**config.mk**
```make
export PLATFORM = sky130hd
export DESIGN_NAME = vec_serializer
export DESIGN_NICKNAME = d
export VERILOG_FILES = /design/src/rtl/vec_serializer.sv
export SDC_FILE = /design/constraint.sdc
export NUM_CORES = 1
export LEC_CHECK = 0
export BUFFER_PORTS_ARGS = -buffer_cell sky130_fd_sc_hd__buf_2
export CAP_MARGIN = 20
export CORE_MARGIN = 2
export CORE_UTILIZATION = 42
export CTS_CLUSTER_SIZE = 40
export DETAILED_ROUTE_END_ITERATION = 7
export PLACE_DENSITY = 0.71
export SYNTH_ARGS = -nofsm -noshare
export SYNTH_HDL_FRONTEND = slang
export SYNTH_SLANG_ARGS = --single-unit
export TNS_END_PERCENT = 50
```
**constraint.sdc**
```tcl
create_clock -name clk -period 3.7 [get_ports clk]
set_input_delay 1.11 -clock clk [delete_from_list [all_inputs] [get_ports clk]]
set_output_delay 1.11 -clock clk [all_outputs]
set_load 0.005 [all_outputs]
```
**src/rtl/vec_serializer.sv**
```systemverilog
// ---------------------------------------------------------------------------
// vec_serializer
//   Takes a WIDTH-bit word over a valid/ready handshake and streams it out one
//   bit per accepted beat, LSB first. Each beat is tagged with its group
//   (position / GROUP) and its index inside that group (position % GROUP),
//   together with a running count of the ones emitted so far in this word.
//   A per-word invert flag, captured with the word, complements every
//   emitted bit.
//
// Ports
//   clk        : clock, all state changes on the rising edge
//   rst        : synchronous reset, active-high
//   in_valid   : input word available
//   in_ready   : block can accept a word (high only while idle)
//   in_data    : word to serialize; bit 0 goes out first
//   in_invert  : captured with in_data; 1 = emit complemented bits
//   out_valid  : out_bit and its tags are valid
//   out_ready  : downstream accepts the current beat
//   out_bit    : current bit after optional inversion
//   out_group  : current bit position / GROUP
//   out_index  : current bit position % GROUP
//   out_last   : current beat is bit position WIDTH-1
//   ones_count : ones emitted in this word up to and including this beat
// ---------------------------------------------------------------------------
module vec_serializer #(
  parameter int WIDTH = 32,
  parameter int GROUP = 8,
  localparam int NG = WIDTH / GROUP,
  localparam int GW = $clog2(NG),
  localparam int IW = $clog2(GROUP),
  localparam int CW = $clog2(WIDTH + 1)
) (
  input  logic             clk,
  input  logic             rst,
  input  logic             in_valid,
  output logic             in_ready,
  input  logic [WIDTH-1:0] in_data,
  input  logic             in_invert,
  output logic             out_valid,
  input  logic             out_ready,
  output logic             out_bit,
  output logic [GW-1:0]    out_group,
  output logic [IW-1:0]    out_index,
  output logic             out_last,
  output logic [CW-1:0]    ones_count
);

  typedef enum logic {
    IDLE  = 1'b0,
    SHIFT = 1'b1
  } state_t;

  state_t           state_q, state_d;
  logic [WIDTH-1:0] shreg_q, shreg_d;
  logic             inv_q, inv_d;
  logic [GW-1:0]    group_q, group_d;
  logic [IW-1:0]    index_q, index_d;
  logic [CW-1:0]    acc_q, acc_d;

  logic             bit_s;
  logic             last_s;
  logic             index_wrap_s;

  // Beat decode: current bit, last-position and group-wrap flags from registered state.
  always_comb begin
    index_wrap_s = (index_q == IW'(GROUP - 1));
    if (state_q == SHIFT) begin
      bit_s  = shreg_q[0] ^ inv_q;
      last_s = (group_q == GW'(NG - 1)) && index_wrap_s;
    end else begin
      bit_s  = 1'b0;
      last_s = 1'b0;
    end
  end

  // Next-state logic: load in IDLE, advance position and accumulator per accepted beat.
  always_comb begin
    state_d = state_q;
    shreg_d = shreg_q;
    inv_d   = inv_q;
    group_d = group_q;
    index_d = index_q;
    acc_d   = acc_q;
    case (state_q)
      IDLE: begin
        if (in_valid) begin
          shreg_d = in_data;
          inv_d   = in_invert;
          group_d = {GW{1'b0}};
          index_d = {IW{1'b0}};
          acc_d   = {CW{1'b0}};
          state_d = SHIFT;
        end else begin
          state_d = IDLE;
        end
      end
      SHIFT: begin
        if (out_ready) begin
          shreg_d = {1'b0, shreg_q[WIDTH-1:1]};
          acc_d   = acc_q + CW'(bit_s);
          if (last_s) begin
            // Word finished: counters return to zero so IDLE shows all-zero tags.
            state_d = IDLE;
            group_d = {GW{1'b0}};
            index_d = {IW{1'b0}};
            acc_d   = {CW{1'b0}};
          end else if (index_wrap_s) begin
            index_d = {IW{1'b0}};
            group_d = group_q + GW'(1);
          end else begin
            index_d = index_q + IW'(1);
          end
        end else begin
          // Backpressure: everything holds.
          state_d = SHIFT;
        end
      end
      default: begin
        state_d = IDLE;
      end
    endcase
  end

  // State registers with synchronous reset; reset wins over any handshake.
  always_ff @(posedge clk) begin
    if (rst) begin
      state_q <= IDLE;
      shreg_q <= {WIDTH{1'b0}};
      inv_q   <= 1'b0;
      group_q <= {GW{1'b0}};
      index_q <= {IW{1'b0}};
      acc_q   <= {CW{1'b0}};
    end else begin
      state_q <= state_d;
      shreg_q <= shreg_d;
      inv_q   <= inv_d;
      group_q <= group_d;
      index_q <= index_d;
      acc_q   <= acc_d;
    end
  end

  // Output mapping: tags straight from registers, bit/last/count gated to zero in IDLE.
  always_comb begin
    in_ready  = (state_q == IDLE);
    out_valid = (state_q == SHIFT);
    out_bit   = bit_s;
    out_group = group_q;
    out_index = index_q;
    out_last  = last_s;
    if (state_q == SHIFT) begin
      ones_count = acc_q + CW'(bit_s);
    end else begin
      ones_count = {CW{1'b0}};
    end
  end

endmodule

```
==> metrics.cfg <==
[routing]
vias = 1775
drtIter0Drc = 50
antenna_left = 0
routed_wl_um = 4400
dr.pass1.iters = 4
vias_per_cell = 5.09
drc = 0
drt-wirelength-per-cell_um = 12.6

[sta]
worstMarginPinSlew_ns = 0.663
slew_violations = 0
post-route-period-util_pct = 80.2
hold_viol = 0
fmax_mhz = 337
rsz0062_at_grt = no
worst_clock_skew_ns = 0.00971
fin_ws_ns = 0.731
setup_violations = 0
period_minus_slack_ns = 2.97
fin_setup_tns_ns = 0
relSlewSlack_pct = 55.8
hold_slack_ns = 0.478

[setup_path]
crit_arrival_ns = 1.86
critPathBufInv = 1
start_kind = flop
crit_slowest_cell = dfxtp_1
criticalPathCategory = flop to primary output
cp_cell_sequence = xnor2_1, nor2_1, ha_1, ha_1, nand3_1, xnor2_1, and2_1, buf_2
cp-end-kind = primary output
required_ns = 2.59
path_max_fanout = 4
critPathMaxStageDelay_ns = 0.33
rrSetupSlack_ns = 1.50
crit_family = adder cells

[synth]
synth_edf_count = 0
synth_cell_type_count = 36
syn_inst = 237
synth_ff_type = dfxtp_1
yosys_warnings = 0
ys_async_sr_fraction_pct = 0
syn_area_per_cell_sq_um = 9.09
synth_fp_nets = 279
ys_seq_elements = 45
ys_seq_area_share_pct = 41.8
synthesis.area_sq_um = 2150

[global_route]
grt_use_met1_pct = 22.1
grt_pass1_vias = 1536
antenna_found_initial = 0
grt_use_met2_pct = 23.0
grt_first_pass_wirelength_um = 7100
grt_start_max_net_pins = 49
grt_overflow = 0
use_met3_pct = 6.22
grt_usage_pct = 16.1
grt.busiest_layer = met2

[pwr]
p_per_area_nw_per_um2 = 385
p_leak_nw = 1.06
ir_drop_mv = 0.225
total_power_uw = 973

[cells_and_area]
fillers = 510
stdcell_area_sq_um = 2530
fin_nets = 322
drive_gt1_share_pct = 23.7
syn2layout_area_growth_pct = 17.5
stdcell_count = 349
utilization_pct = 50.2
final_common_cell = buf_2
diodes = 0
final_cell_mix = buf_2 (51), dfxtp_1 (44), nor2_1 (39)

[min_path]
hold_path.class = flop to flop

[cts]
clock-sinks = 45
worst_skew_pair.late_latency_ns = 0.29
cts.path.max_buffers = 2
path_clk_slew_ns = 0.08
cts_tree = yes
cts_setup_buffers = 0
h-tree-depth = 2
ctsRootBufferMaster = clkbuf_8
cts_buffers = 5
cts_resized = 0
cts_hold_buffers = 0

[die]
initial_core_util_pct = 42.7
die_w_um = 75.6
die-area_sq_um = 5720
core-area_sq_um = 5040
num_rows = 26
die_height_um = 75.6
io_pins = 52

[place]
routabilityCongestion = 0.794
hpwl_um = 2990
dpl.cell_count = 343
placed_cell_area_sq_um = 2460
portBuffers = 51
dpl_worst_slack_ns = 1.06

[status]
status = finished clean

[job]
maxCapViolCount = 0

==> registers in the layout, summed over array words and instances, names as in the netlist <==
signal	flops
inv_q	1
out_group	2
out_index	3
out_valid	1
shreg_q	32
acc_q	6
==> synthesized netlist by cell type, types with 4 or more instances <==
library cell   n  area, sq um
a211oi_1      31          233
a21oi_1        8         40.0
and2_1         4         25.0
buf_2         10         50.1
clkbuf_1       9         33.8
dfxtp_1       45          901
ha_1           5         62.6
mux2i_1       33          330
nand2_1        8         30.0
nand3_1        8         40.0
nor2_1        39          146
==> cell type report <==
cell class	instances	area [sq um]	area share [%]
inverters	3	11.3	0.445
well taps	70	87.6	3.46
multi-input cells	170	1160	45.7
repair buffers	55	298	11.8
flip-flops and latches	45	902	35.7
clock inverters	1	5.00	0.198
clock buffers	5	68.8	2.72
==> worst paths after layout <==
| kind | startpoint | end | cells past startpoint |
|---|---|---|---|
| max | inv_q | ones_count[4] | 8 |
| min | out_index[1] | out_index[1] | 2 |
| max reg2reg | out_valid | shreg_q[7] | 5 |
| min reg2reg | out_index[1] | out_index[1] | 2 |
==> tightest hold or removal path, stage by stage, from the launching register on <==
cell and delay [ns]:
dfxtp_1 0.33, nand2_1 0.06, a21oi_1 0.05
==> power breakdown <==
| part | leakage [nW] | internal, mW | switching [mW] |
|---|---|---|---|
| Combinational | 0.645 | 0.0719 | 0.0838 |
| Clock | 0.0399 | 0.125 | 0.156 |
| Sequential | 0.371 | 0.519 | 0.0181 |
==> logic make-up (layout without fill, tap and decap cells) <==
group                    count (synthesis)  count (layout)  synth area share, %
AND/OR/NAND/NOR                         75              75                 16.2
buffers and inverters                   22              64                 4.42
multiplexers                            34              34                 15.9
AO/OA/AOI/OAI                           52              52                 17.2
XOR/XNOR                                 4               4                 1.63
flip-flops                              45              45                 41.8
adder cells (fa/ha/maj)                  5               5                 2.91
==> routing by layer <==
layer | vias to the layer above | part of all wire (%)
met2 | 38 | 44
li1 | 938 | -
met5 | - | 0
met4 | 0 | 1.5
met1 | 791 | 48
met3 | 8 | 6.5
(Power assumes the default switching activity.)
